<file path="src/rtl/his_acq_scheduler.sv">
// rtl/his_acq_scheduler.sv - two-pass (coarse/fine) dToF acquisition sequencer for the shared histogram builder
module his_acq_scheduler #(
  parameter int NP        = 10,
  parameter int NB        = 5,
  parameter int PIXEL_NUM = 3,
  parameter int PW        = 2,
  parameter int CYCLES_CH = 4,
  parameter int CYCLES_FH = 4
) (
  input  logic          clk,
  input  logic          res,
  input  logic          start,
  input  logic          laser_sync,
  input  logic          ts_valid,
  input  logic [NP-1:0] ts_data,
  input  logic [PW-1:0] ts_pixel,
  output logic          ts_ready,
  output logic          wrEn,
  output logic [NP-1:0] data,
  output logic [PW-1:0] pixel,
  output logic          hisNum,
  output logic          acq_count_finish,
  input  logic          peakDone,
  input  logic [PW-1:0] peak_pixel,
  input  logic [NB-1:0] peakCH,
  output logic          busy,
  output logic          done,
  output logic [15:0]   drop_cnt
);

  localparam logic [2:0] S_IDLE      = 3'd0;
  localparam logic [2:0] S_CH_ACQ    = 3'd1;
  localparam logic [2:0] S_CH_END    = 3'd2;
  localparam logic [2:0] S_PEAK_WAIT = 3'd3;
  localparam logic [2:0] S_FH_ACQ    = 3'd4;
  localparam logic [2:0] S_FH_END    = 3'd5;

  // Counter only ever needs to reach (cycles - 1) of the longer pass.
  localparam int CMAX = (CYCLES_CH > CYCLES_FH) ? CYCLES_CH : CYCLES_FH;
  localparam int CW   = (CMAX > 1) ? $clog2(CMAX) : 1;
  localparam logic [CW-1:0] LAST_CH = CW'(CYCLES_CH - 1);
  localparam logic [CW-1:0] LAST_FH = CW'(CYCLES_FH - 1);
  // One extra bit so PIXEL_NUM == 2**PW still compares correctly.
  localparam logic [PW:0]   PIX_LIM = (PW+1)'(PIXEL_NUM);

  logic [2:0]           state_q, state_d;
  logic [CW-1:0]        cnt_q, cnt_d;
  logic [PIXEL_NUM-1:0] mask_q, mask_d;
  logic [15:0]          drop_q, drop_d;
  logic                 his_q, his_d;
  logic [NB-1:0]        peak_q [PIXEL_NUM];
  logic                 wr_q;
  logic [NP-1:0]        data_q;
  logic [PW-1:0]        pixel_q;

  logic                 in_ch, in_fh, accept, pix_ok, win_hit, fwd, drop;
  logic                 peak_ok;
  logic [PIXEL_NUM-1:0] peak_hot;
  logic [NB-1:0]        sel_peak;

  assign in_ch    = (state_q == S_CH_ACQ);
  assign in_fh    = (state_q == S_FH_ACQ);
  assign ts_ready = in_ch | in_fh;
  assign accept   = ts_valid & ts_ready;
  assign pix_ok   = ({1'b0, ts_pixel} < PIX_LIM);
  assign win_hit  = (ts_data[NP-1:NP-NB] == sel_peak);
  // Coarse pass keeps every valid-pixel timestamp; fine pass only in-window ones.
  assign fwd      = accept & pix_ok & (in_ch | win_hit);
  assign drop     = accept & in_fh & ~fwd;
  assign peak_ok  = peakDone & (state_q == S_PEAK_WAIT) & ({1'b0, peak_pixel} < PIX_LIM);

  // Peak bin of the timestamp's pixel and one-hot of the reporting pixel.
  always_comb begin
    sel_peak = '0;
    peak_hot = '0;
    for (int i = 0; i < PIXEL_NUM; i++) begin
      if (ts_pixel == PW'(i)) sel_peak = peak_q[i];
      if (peak_pixel == PW'(i)) peak_hot[i] = 1'b1;
    end
  end

  // Pass sequencing, laser-cycle counting, peak mask and drop accounting.
  always_comb begin
    state_d = state_q;
    cnt_d   = cnt_q;
    mask_d  = mask_q;
    drop_d  = drop_q;
    his_d   = his_q;
    case (state_q)
      S_IDLE: begin
        if (start) begin
          state_d = S_CH_ACQ;
          cnt_d   = '0;
          mask_d  = '0;
          drop_d  = '0;
          his_d   = 1'b0;
        end
      end
      S_CH_ACQ: begin
        if (laser_sync) begin
          if (cnt_q == LAST_CH) state_d = S_CH_END;
          else                  cnt_d   = cnt_q + 1'b1;
        end
      end
      S_CH_END: state_d = S_PEAK_WAIT;
      S_PEAK_WAIT: begin
        if (peak_ok) mask_d = mask_q | peak_hot;
        if (&mask_d) begin
          state_d = S_FH_ACQ;
          his_d   = 1'b1;
          cnt_d   = '0;
        end
      end
      S_FH_ACQ: begin
        if (laser_sync) begin
          if (cnt_q == LAST_FH) state_d = S_FH_END;
          else                  cnt_d   = cnt_q + 1'b1;
        end
      end
      S_FH_END: begin
        state_d = S_IDLE;
        his_d   = 1'b0;
      end
      default: state_d = S_IDLE;
    endcase
    if (drop && (drop_q != 16'hFFFF)) drop_d = drop_q + 16'd1;
  end

  // Control state registers.
  always_ff @(posedge clk or posedge res) begin
    if (res) begin
      state_q <= S_IDLE;
      cnt_q   <= '0;
      mask_q  <= '0;
      drop_q  <= '0;
      his_q   <= 1'b0;
    end else begin
      state_q <= state_d;
      cnt_q   <= cnt_d;
      mask_q  <= mask_d;
      drop_q  <= drop_d;
      his_q   <= his_d;
    end
  end

  // Per-pixel coarse peak bins; a repeated report simply overwrites.
  always_ff @(posedge clk or posedge res) begin
    if (res) begin
      for (int i = 0; i < PIXEL_NUM; i++) peak_q[i] <= '0;
    end else if (peak_ok) begin
      for (int i = 0; i < PIXEL_NUM; i++) begin
        if (peak_hot[i]) peak_q[i] <= peakCH;
      end
    end
  end

  // Registered builder write port, one strobe per forwarded timestamp.
  always_ff @(posedge clk or posedge res) begin
    if (res) begin
      wr_q    <= 1'b0;
      data_q  <= '0;
      pixel_q <= '0;
    end else begin
      wr_q <= fwd;
      if (fwd) begin
        data_q  <= ts_data;
        pixel_q <= ts_pixel;
      end
    end
  end

  assign wrEn             = wr_q;
  assign data             = data_q;
  assign pixel            = pixel_q;
  assign hisNum           = his_q;
  assign acq_count_finish = (state_q == S_CH_END) | (state_q == S_FH_END);
  assign done             = (state_q == S_FH_END);
  assign busy             = (state_q != S_IDLE);
  assign drop_cnt         = drop_q;

endmodule
</file>
<file path="config.mk">
export PLATFORM = sky130hd
export DESIGN_NAME = his_acq_scheduler
export DESIGN_NICKNAME = d
export VERILOG_FILES = /design/src/rtl/his_acq_scheduler.sv
export SDC_FILE = /design/constraint.sdc
export NUM_CORES = 1
export LEC_CHECK = 0
export CAP_MARGIN = 20
export CORE_ASPECT_RATIO = 1.1
export CORE_MARGIN = 4
export CORE_UTILIZATION = 50
export DETAILED_ROUTE_END_ITERATION = 6
export HOLD_SLACK_MARGIN = 0.15
export PLACE_DENSITY = 0.78
export RECOVER_POWER = 25
export REMOVE_ABC_BUFFERS = 1
export SLEW_MARGIN = 20
export SYNTH_ARGS = -nofsm -noshare
export SYNTH_HDL_FRONTEND = slang
export SYNTH_SLANG_ARGS = --single-unit
</file>
<file path="constraint.sdc">
create_clock -name clk -period 2.91 [get_ports clk]
set_clock_uncertainty 0.15 [all_clocks]
set_input_delay 0.873 -clock clk [delete_from_list [all_inputs] [get_ports clk]]
set_output_delay 0.873 -clock clk [all_outputs]
set_load 0.02 [all_outputs]
</file>
* Yosys cells after proc, flatten, opt, wreduce, memory -nomap -nowiden
Index checks and enable logic that the tools add are counted.
** Storage, ports and cells
- Bits in registers :: 53
- Input port bits :: 25
** Operators by class
- Equal/unequal tests :: 20
- Reductions and logical operators :: 20
- Bitwise operators :: 12
- Order comparisons :: 2
- $add $sub $neg :: 2
- Muxes and demuxes :: 28
** Operator list (count)
- 16-bit 2-to-1 mux :: 3
- 3-bit 2-to-1 mux :: 9
- 16-bit by 1-bit adder with 16-bit output (second input constant) :: 1
- 16-bit != test (second input constant) :: 1
- 5-bit 2-to-1 mux :: 3
- 3-bit one-hot mux with 5 select lines :: 1
- 2-bit AND reduction :: 5
- 3-bit nonzero test :: 3
- 2-bit 2-to-1 mux :: 4
- 2-bit by 1-bit != test with 1-bit output (second input constant) :: 4
- 2-bit != test (second input constant) :: 4
- 1-bit bitwise AND :: 7
- 2-bit equality test (second input constant) :: 3
- 3-bit by 2-bit equality test with 1-bit output (second input constant) :: 2
- 3-bit equality test (second input constant) :: 2
- 2-bit one-hot mux with 3 select lines :: 1
- 3-bit one-hot mux with 2 select lines :: 1
- 3-bit AND reduction :: 2
- 6-bit AND reduction :: 1
- 2-bit nonzero test :: 3
- 5-bit equality test :: 1
- 1-bit 2-to-1 mux :: 5
- 5-bit AND reduction :: 1
- 2-bit by 1-bit equality test with 1-bit output (second input constant) :: 2
- other kinds (11) :: 15

* Depth between registers and ports, before layout
Gate-level depths: netlist of the first run.
- Word-level depth :: 12
- Mapped depth :: 9
- Mapped depth without buffers :: 7

* Worst setup path before layout of the first run
Ideal clock, no wire load.
- Path kind :: input-to-reg
- Start :: in ts_pixel[1]
- End :: reg data_q[0] (netlist: data[0])
- Setup slack :: 0.042 ns
- Stages :: 7
- Library setup time :: 0.125 ns
- Required time :: 2.635 ns
- Data arrival time :: 2.593 ns
- Path through :: mux2_1 > or3_1 > a22oi_2 > a31oi_1 > nor2b_1 > buf_4 > mux2_2
** On the way
- Longest elaborated chain between the ends :: 7
- Elaborated cells between the ends (all ways) :: 11
- Those cells by class :: order compare: 1; eq/ne: 3; mux: 3; bitwise: 3; reduce/logical: 1
** RTL lines
- from (decl) :: RTL line 16 : input logic [PW-1:0] ts_pixel,
- 2-bit zero test :: RTL line 77 : if (ts_pixel == PW'(i)) sel_peak = peak_q[i];
- 5-bit 2-to-1 mux (3 in series) :: RTL line 77
- 5-bit equality test :: RTL line 66 : assign win_hit = (ts_data[NP-1:NP-NB] == sel_peak);
- 1-bit bitwise OR :: RTL line 68 : assign fwd = accept & pix_ok & (in_ch | win_hit);
- 1-bit bitwise AND (*) :: RTL line 68
- named net fwd :: RTL line 56 : logic in_ch, in_fh, accept, pix_ok, win_hit, fwd, drop;
- to (signal assigned) :: RTL line 166 : data_q <= ts_data;
- to (decl) :: RTL line 53 : logic [NP-1:0] data_q;
The timed path passes the listed nets; every way through them passes the cells marked *.
A chain may end at the register's enable or synchronous reset.

* Worst setup path in the final report of the first run
- Start :: reg state_q[2]
- End :: out busy
** On the way
- Longest elaborated chain between the ends :: 1
** RTL lines
- from (decl) :: RTL line 46 : logic [2:0] state_q, state_d;
- from (signal assigned) :: RTL line 138 : state_q <= state_d;
- 3-bit nonzero test :: RTL line 178 : assign busy = (state_q != S_IDLE);
- to (decl) :: RTL line 26 : output logic busy,
No other way between the ends.

==> results of run 1 <==
==> worst paths after layout <==
path	to	slack [ns]	cells after the start
min reg2reg	mask_q[1]	0.35	1
min	mask_q[1]	0.35	1
max	busy	0.1	3
min in group asynchronous	data[6]	1.27	3
max in group asynchronous	state_q[2]	0.46	3
max reg2reg	drop_cnt[5]	0.49	7
==> sequential cells by signal, indices dropped and copies added, names as in the netlist <==
name,cells
drop_cnt,16
peak_q,15
data,10
mask_q,3
state_q,3
cnt_q,2
pixel,2
hisNum,1
wrEn,1
==> kinds of logic after synthesis <==
group	count (synthesis)
flops	53
mux	34
buf+inv	13
compound gates	37
simple gates	124
xor+xnor	4
fa+ha+maj	2
==> final cells by class <==
class                      count  area, µm²  share of cell area
clock inverter                 1       5.00             0.00134
timing repair buffer          81        776               0.208
clock buffer                   7       96.3              0.0258
inverter                       2       7.51             0.00201
multi-input combinational    201       1420               0.381
tap                           75       93.8              0.0252
sequential                    53       1330               0.356
==> cell usage after synthesis, drive strengths merged (3+ instances only) <==
master / count
xnor2: 3
a21oi: 3
dfrtp: 53
mux2: 32
a22o: 3
nand3: 24
o21ai: 5
nand4: 3
a221o: 12
nand2b: 6
and2: 3
nand2: 18
buf: 7
clkbuf: 4
and3: 3
nor2b: 12
or3: 5
and4b: 5
nor2: 32
a221oi: 5
==> through the flow <==
step,TNS [ns],util,hold WS (ns)
floorplan,-2.30,-,0.301
global placement,-17.45,0.668,0.313
detailed placement,-19.20,0.668,0.337
CTS,0,0.690,0.359
global route,0,0.687,0.382
finish,0,0.687,0.353
==> power groups by stage <==
stage / clock, µW / sequential [µW] / combinational, µW
global route: 495 / 1190 / 1330
global placement: 0 / 1160 / 1180
floorplan: 0 / 1270 / 596
finish: 452 / 1160 / 1220
CTS: 464 / 1160 / 1230
detailed placement: 0 / 1170 / 1220
==> timing repair <==
| item | CTS | global route |
|---|---|---|
| gates cloned | 1 | 0 |
| setup endpoints to repair | 30 | 29 |
| pin swaps | 1 | 1 |
| gates resized for setup | 8 | 5 |
==> layer usage <==
layer	GRT usage	routed length (µm)	vias up
li1	-	-	1133
met1	0.263	3000	1166
met2	0.347	3250	56
met3	0.0281	277	7
met4	0.0703	82	0
met5	0	0	-
==> impl_metrics.py, run 1 <==
metrics = {
    "sta": {
        "setup_viol": 0,
        "hold_viol": 0,
        "fmax_mhz": 356,
        "rsz0062_at_grt": "false",
        "worst_pin_slew_ns": 1.29,
        "fin_crit_ns": 2.81,
        "post-route-worst-setup-slack_ns": 0.0994,
        "finalCritPeriodShare": 0.966,
        "slew_headroom": 0.140,
        "maxSlewViolCount": 0,
    },
    "setup_path": {
        "crit_family": "buffers and inverters",
        "crit_path_start_kind": "flip-flop",
        "worstPathRequired_ns": 1.89,
        "critPathKind": "reg2out",
        "cp.arrival_ns": 1.79,
        "startpoint": "state_q[2]",
        "worstPathCellList": "buf_4 -> or3_1 -> clkdlybuf4s50_1",
        "crit_fanout": 9,
        "crit_path_top_delay_cell": "clkdlybuf4s50_1",
        "critical_path.max_stage_delay_ns": 0.54,
        "r2r_start": "drop_cnt[0]",
        "endpoint_kind": "primary output",
        "critical_path_buf_inv_count": 2,
    },
    "cts": {
        "clock_latency_ns": 0.30,
        "root_buffer": "clkbuf_8",
        "htreeDepth": 2,
        "clock_path_buffers": 2,
        "cts_tree": "built",
        "cts_hold_buf": 0,
        "cts-buffers-inserted": 5,
        "post_cts_buffers": 0,
        "clkTransAtPathRegs_ns": 0.10,
        "cts.sinks": 53,
    },
    "place": {
        "numPortBuffers": 58,
        "hpwl_mm": 4.76,
        "postPlaceCellArea_um2": 3630,
        "gp_congestion": 0.826,
        "dp_cells": 411,
        "post-place-ws_ns": -0.724,
    },
    "routing": {
        "drc": 0,
        "dr.pass1.iters": 4,
        "vias": 2362,
        "ant_nets": 0,
        "vias_per_cell": 5.62,
        "drt_iter0_drc": 96,
        "wl_mm": 6.61,
        "wl_per_cell_um": 15.7,
    },
    "synth": {
        "synth_top_cell_by_area": "dfrtp_1",
        "ys.flop_type": "dfrtp_1",
        "synth_cell_types": 44,
        "synth-xor-area-share": 0.0124,
        "synth_cells": 267,
        "synth_fa_ha_area_frac": 0.00888,
        "postSynthAreaPerCell_um2": 10.6,
        "seq_area_frac_synth": 0.471,
        "synth_edf_count": 0,
        "synth_top_area_frac": 0.471,
        "synth_top_family_by_area": "simple AND/OR/NAND/NOR gates",
        "synthTopCellsByArea": "dfrtp_1, mux2_2, a221o_1",
        "ys_ff_latch": 53,
        "synth_mux_area_frac": 0.136,
        "async_flop_share": 1.00,
        "yosys.area_share.simple": 0.234,
        "synth_compound_area_frac": 0.112,
        "synth_area_um2": 2820,
        "yosys_warnings": 0,
    },
    "cells_and_area": {
        "stdcell_area_um2": 3730,
        "insertedDiodeCount": 0,
        "syn_to_final_growth_pct": 32.3,
        "mostFrequentLayoutCells": "clkdlybuf4s50_1, dfrtp_1, nor2_1",
        "layout-drive-gt1-share": 0.214,
        "fillers": 419,
        "instances_no_fill": 420,
        "final_nets": 371,
        "final_common_cell": "clkdlybuf4s50_1",
    },
    "floorplanning": {
        "row_count": 28,
        "coreArea_um2": 5430,
        "die_area_um2": 6900,
        "die_y_um": 86.7,
        "die_w_um": 79.6,
        "ios": 59,
        "start_util": 0.519,
    },
    "power": {
        "power_density_nw_per_um2": 761,
        "vdd_drop_max_uv": 426,
        "p_comb_frac": 0.432,
        "cell_internal_pwr_uw": 1870,
        "p_total_uw": 2840,
        "leakagePower_uw": 0.00163,
        "switching_share": 0.342,
        "clkPwrFrac": 0.159,
        "switchingPower_uw": 970,
        "p_seq_frac": 0.409,
    },
    "min_path": {
        "worstHoldPathType": "reg2reg",
        "worstHoldStart": "mask_q[1]",
    },
    "run": {
        "cap_violations": 0,
    },
    "outcome": {
        "status": "completed",
    },
    "global_route": {
        "grt_max_degree": 54,
        "gr-total-overflow": 0,
        "grt_pass1_wl_mm": 11.1,
        "antenna_found_initial": 0,
        "grt_pass1_vias": 2443,
        "grt_usage": 0.203,
    },
}
Power figures use the tool's default switching activity.
==> inputs of run 2 (changes only) <==
Settings changed: CAP_MARGIN 20 to unset, CORE_ASPECT_RATIO 1.1 to 1.25.
==> run 2 against run 1 <==
Net effect: clock-buffer cell count is the same; worst setup slack worse by 0.0096 ns; total power is 1.2% lower; worst hold slack worse by 0.018 ns; largest cell class unchanged; largest power group unchanged; highest routed layer unchanged.
==> impl_metrics.py, run 2 (same netlist as run 1, synthesis figures left out) <==
metrics = {
    "sta": {
        "hold_viol": 0,
        "fin_crit_ns": 2.82,
        "fin_tns_setup_ns": 0,
        "maxSlewViolCount": 0,
        "hold_slack_ns": 0.335,
        "worst_pin_slew_ns": 1.31,
        "finalCritPeriodShare": 0.969,
        "slew_headroom": 0.126,
        "fmax_mhz": 355,
        "setup_viol": 0,
        "rsz0062_at_grt": "false",
    },
    "setup_path": {
        "crit_path_start_kind": "input port",
        "critical_path_buf_inv_count": 2,
        "worstPathCellList": "clkdlybuf4s50_1 -> or3_1 -> a32oi_2 -> a31oi_1 -> nor2b_2 -> buf_4 -> mux2_2",
        "crit_family": "buffers and inverters",
        "crit_fanout": 6,
        "critical_path.max_stage_delay_ns": 0.49,
        "worstPathRequired_ns": 2.95,
        "endpoint_kind": "flip-flop",
        "critPathKind": "in2reg",
        "crit_path_top_delay_cell": "clkdlybuf4s50_1",
        "cp.arrival_ns": 2.86,
    },
    "routing": {
        "wl_per_cell_um": 16.0,
        "vias": 2334,
        "dr.pass1.iters": 4,
        "ant_nets": 0,
        "drt_iter0_drc": 72,
        "wl_mm": 6.54,
        "vias_per_cell": 5.71,
        "drc": 0,
    },
    "cts": {
        "cts_hold_buf": 0,
        "clkTransAtPathRegs_ns": 0.09,
        "cts-buffers-inserted": 5,
        "cts_tree": "built",
        "cts.sinks": 53,
        "clock_path_buffers": 2,
        "htreeDepth": 2,
        "clock_latency_ns": 0.29,
        "root_buffer": "clkbuf_8",
    },
    "cells_and_area": {
        "final_nets": 371,
        "syn_to_final_growth_pct": 32.2,
        "insertedDiodeCount": 0,
        "seq_area_um2": 1330,
        "layout-drive-gt1-share": 0.209,
        "mostFrequentLayoutCells": "clkdlybuf4s50_1, dfrtp_1, nor2_1",
        "largest_reg_flops": 16,
        "multi_input_area_um2": 1430,
        "fillers": 429,
        "final_common_cell": "clkdlybuf4s50_1",
    },
    "power": {
        "p_comb_frac": 0.451,
        "p_total_uw": 2800,
        "p_seq_frac": 0.408,
        "cell_internal_pwr_uw": 1850,
        "leakagePower_uw": 0.00163,
        "clkPwrFrac": 0.141,
        "vdd_drop_max_uv": 313,
        "switching_share": 0.341,
        "switchingPower_uw": 957,
        "power_density_nw_per_um2": 752,
    },
    "min_path": {
        "worstHoldPathType": "reg2reg",
    },
    "floorplanning": {
        "die_y_um": 91.9,
        "die_area_um2": 6910,
        "die_w_um": 75.1,
        "coreArea_um2": 5440,
        "row_count": 30,
        "ios": 59,
        "start_util": 0.518,
    },
    "place": {
        "numPortBuffers": 58,
        "gp_congestion": 0.797,
        "hpwl_mm": 4.65,
    },
    "outcome": {
        "status": "completed",
    },
    "run": {
        "cap_violations": 0,
    },
    "global_route": {
        "gr-total-overflow": 0,
        "grt_max_degree": 54,
        "grt_usage": 0.201,
        "grt_pass1_vias": 2387,
        "grt_pass1_wl_mm": 10.9,
        "antenna_found_initial": 0,
    },
}
[run 2: changes by cell type in the layout (fill, tap and decap cells not counted), moves of 2 or more]
| cell | change |
|---|---|
| a221oi_2 | +2 |
| dfrtp_2 | -2 |
| dfrtp_1 | +2 |
| clkbuf_1 | +2 |
| a221oi_1 | -2 |
| clkbuf_8 | -2 |
[run 2: final timing paths]
path,depth (start not counted),slack (ns),startpoint,to
max,7,0.09,ts_data[5],data[2]
min in group asynchronous,3,1.29,res,drop_cnt[0]
min,1,0.34,mask_q[1],mask_q[1]
min reg2reg,1,0.34,mask_q[1],mask_q[1]
max in group asynchronous,3,0.53,res,peak_q[14]
max reg2reg,7,0.47,drop_cnt[0],drop_cnt[3]
[run 2: through the flow]
step                utilization  instance area [µm²]  cells  setup WS, ns
finish                    0.685                 3730    409        0.0898
global route              0.685                 3730    409       0.00572
CTS                       0.683                 3720    407        0.0767
detailed placement        0.665                 3620    399        -0.716
global placement          0.665                 3620    399        -0.670
floorplan                     -                 2750    256        -0.192
[run 2: power groups by stage]
stage | Sequential (µW) | Clock [µW] | Combinational [µW]
floorplan | 1270 | 0 | 596
global placement | 1150 | 0 | 1200
detailed placement | 1160 | 0 | 1240
CTS | 1140 | 410 | 1250
global route | 1170 | 434 | 1370
finish | 1140 | 395 | 1260
[run 2: final cells by class]
type                            count  share of cell area
Clock buffer                        7              0.0205
Timing Repair Buffer               81               0.213
Clock inverter                      1             0.00201
Tap cell                           64              0.0215
Inverter                            2             0.00201
Sequential cell                    53               0.356
Multi-Input combinational cell    201               0.385
[run 2: worst reg2reg max path, delay by kind of cell, from the launching register on]
kind | cells | cell delay (ns)
AO/OA/AOI/OAI | 2 | 0.55
adder cells (fa/ha/maj) | 1 | 0.22
buffers and inverters | 1 | 0.15
flip-flops | 1 | 0.45
AND/OR/NAND/NOR | 3 | 0.83
[run 2: what timing repair did]
| action | in CTS | in global routing |
|---|---|---|
| setup endpoints to repair | 29 | 12 |
| pin swaps | 1 | 0 |
| setup buffers | 0 | 1 |
| resized for setup | 10 | 4 |
| gates cloned | 0 | 1 |
[run 2: metal layers]
metal,vias to the layer above,wire length (µm),track usage
met2,65,3270,0.339
li1,1131,-,-
met5,-,0,0
met4,0,93,0.0525
met3,8,345,0.0428
met1,1130,2820,0.258
==> inputs of run 3 (changes only) <==
Settings changed: ABC_AREA set to 1.
==> run 3 against run 2 <==
Net effect: global-route usage shrank 1.0 points; combinational power shrank 12%; worst setup slack gained 0.033 ns.
==> impl_metrics.py, run 3 <==
metrics = {
    "run": {
        "cap_violations": 0,
    },
    "synth": {
        "postSynthAreaPerCell_um2": 7.89,
        "synth_top_cell_by_area": "dfrtp_1",
        "synth_area_um2": 2840,
        "synthTopCellsByArea": "dfrtp_1, nand2_1, nand3_1",
        "netlist_top_cells_count": "nand2_1, dfrtp_1, nand3_1",
        "synth_edf_count": 0,
        "seq_area_frac_synth": 0.467,
        "ys.flop_type": "dfrtp_1",
        "synth_cells": 360,
        "yosys_warnings": 0,
        "synth_cell_types": 31,
        "async_flop_share": 1.00,
        "ys_ff_latch": 53,
        "synth.most_common_cell": "nand2_1",
        "synth_top_area_frac": 0.467,
    },
    "routing": {
        "drc": 0,
        "wl_mm": 6.37,
        "vias_per_cell": 5.21,
        "ant_nets": 0,
        "vias": 2563,
        "wl_per_cell_um": 12.9,
        "dr.pass1.iters": 4,
        "drt_iter0_drc": 99,
    },
    "floorplanning": {
        "ios": 59,
        "die_w_um": 75.4,
        "die_y_um": 92.2,
        "coreArea_um2": 5480,
        "start_util": 0.518,
        "row_count": 30,
        "die_area_um2": 6950,
    },
    "cells_and_area": {
        "insertedDiodeCount": 0,
        "stdcell_area_um2": 3640,
        "instances_no_fill": 492,
        "syn_to_final_growth_pct": 28.3,
        "final_nets": 454,
        "mostFrequentLayoutCells": "nand2_1, clkdlybuf4s50_1, dfrtp_1",
        "final_common_cell": "nand2_1",
        "fillers": 492,
        "layout-drive-gt1-share": 0.0935,
        "largest_reg_flops": 16,
    },
    "setup_path": {
        "r2r_setup_slack_ns": 0.76,
        "critPathKind": "reg2out",
        "cp.arrival_ns": 1.76,
        "crit_path_start_kind": "flip-flop",
        "endpoint_kind": "primary output",
        "crit_fanout": 5,
        "worstPathRequired_ns": 1.89,
    },
    "cts": {
        "clkTransAtPathRegs_ns": 0.10,
        "cts_tree": "built",
        "cts-buffers-inserted": 5,
        "clock_latency_ns": 0.31,
        "htreeDepth": 2,
        "clock_path_buffers": 2,
        "post_cts_buffers": 0,
        "root_buffer": "clkbuf_8",
        "cts.sinks": 53,
    },
    "global_route": {
        "grt_pass1_wl_mm": 10.6,
        "grt_usage": 0.191,
        "grt_pass1_vias": 2396,
        "gr-total-overflow": 0,
        "grt_max_degree": 54,
        "antenna_found_initial": 0,
    },
    "sta": {
        "fin_crit_ns": 2.79,
        "setup_viol": 0,
        "finalCritPeriodShare": 0.958,
        "hold_viol": 0,
        "fmax_mhz": 359,
        "hold_slack_ns": 0.336,
        "worst_pin_slew_ns": 1.29,
        "slew_headroom": 0.138,
        "fin_tns_setup_ns": 0,
        "maxSlewViolCount": 0,
        "rsz0062_at_grt": "false",
        "post-route-worst-setup-slack_ns": 0.122,
    },
    "place": {
        "postPlaceCellArea_um2": 3550,
        "numPortBuffers": 58,
        "gp_congestion": 0.834,
        "hpwl_mm": 4.87,
        "post-place-ws_ns": -0.0588,
        "dp_cells": 484,
    },
    "outcome": {
        "status": "completed",
    },
    "power": {
        "vdd_drop_max_uv": 494,
        "power_density_nw_per_um2": 745,
        "leakagePower_uw": 0.00180,
    },
    "min_path": {
        "worstHoldPathType": "reg2reg",
    },
}
-- run 3: changes by cell type after synthesis, moves of 20 or more --
cell	delta
inv_1	+36
mux2_2	-30
nand2_1	+82
nand3_1	+20
nor2_1	-21
o21ai_1	+27
-- run 3: path summary, 6_finish.rpt --
kind                             startpoint                to  cells past startpoint
worst max register to register  drop_cnt[0]       drop_cnt[8]                     11
worst min-delay path                 hisNum            hisNum                      2
max in group asynchronous               res       drop_cnt[1]                      3
min in group asynchronous               res        state_q[0]                      3
worst min register to register       hisNum            hisNum                      2
worst max-delay path             state_q[0]  acq_count_finish                      5
-- run 3: cells by family (layout without fill, tap and decap cells) --
kind of cell,Yosys count,count (layout),synth area share
xor+xnor,12,12,0.0370
buf+inv,59,127,0.0851
simple gates,197,197,0.332
flops,53,53,0.467
fa+ha+maj,2,2,0.00881
compound gates,37,37,0.0696
-- run 3: what timing repair did --
item,CTS,global route
setup endpoints to repair,1,0
gates resized for setup,1,0
hold buffers,0,0
-- run 3: metal layers --
metal / share of wire / up-vias / wire length (µm) / GRT usage
met5: 0 / - / 0 / 0
met4: 0.012 / 0 / 74 / 0.0539
met3: 0.040 / 7 / 255 / 0.0307
met2: 0.52 / 63 / 3320 / 0.335
met1: 0.43 / 1192 / 2720 / 0.235
li1: - / 1301 / - / -
-- run 3: metrics by stage --
| step | utilization | power [µW] |
|---|---|---|
| after floorplan | - | 1750 |
| final | 0.665 | 2710 |
| after global routing | 0.665 | 2900 |
| after global placement | 0.647 | 2220 |
| after detailed placement | 0.647 | 2240 |
| after CTS | 0.668 | 2740 |
-- run 3: area by class of cell --
| class | instances | area, µm² | share of cell area |
|---|---|---|---|
| Clock buffer | 6 | 72.6 | 0.0199 |
| Timing Repair Buffer | 71 | 674 | 0.185 |
| Clock inverter | 2 | 38.8 | 0.0106 |
| Sequential cell | 53 | 1330 | 0.364 |
| Inverter | 48 | 180 | 0.0495 |
| Multi-Input combinational cell | 248 | 1270 | 0.349 |
| Tap cell | 64 | 80.1 | 0.0220 |
-- run 3: critical path, cell delays in order (launching register included) --
cell	delay [ns]
dfrtp_1	0.40
inv_2	0.08
nor2_1	0.11
inv_2	0.06
o21ai_0	0.16
clkdlybuf4s50_1	0.65
-- run 3: where the power goes --
part           switching (µW)  internal, µW
Sequential                154           952
Combinational             627           478
Clock                     244           259
Total                    1030          1690
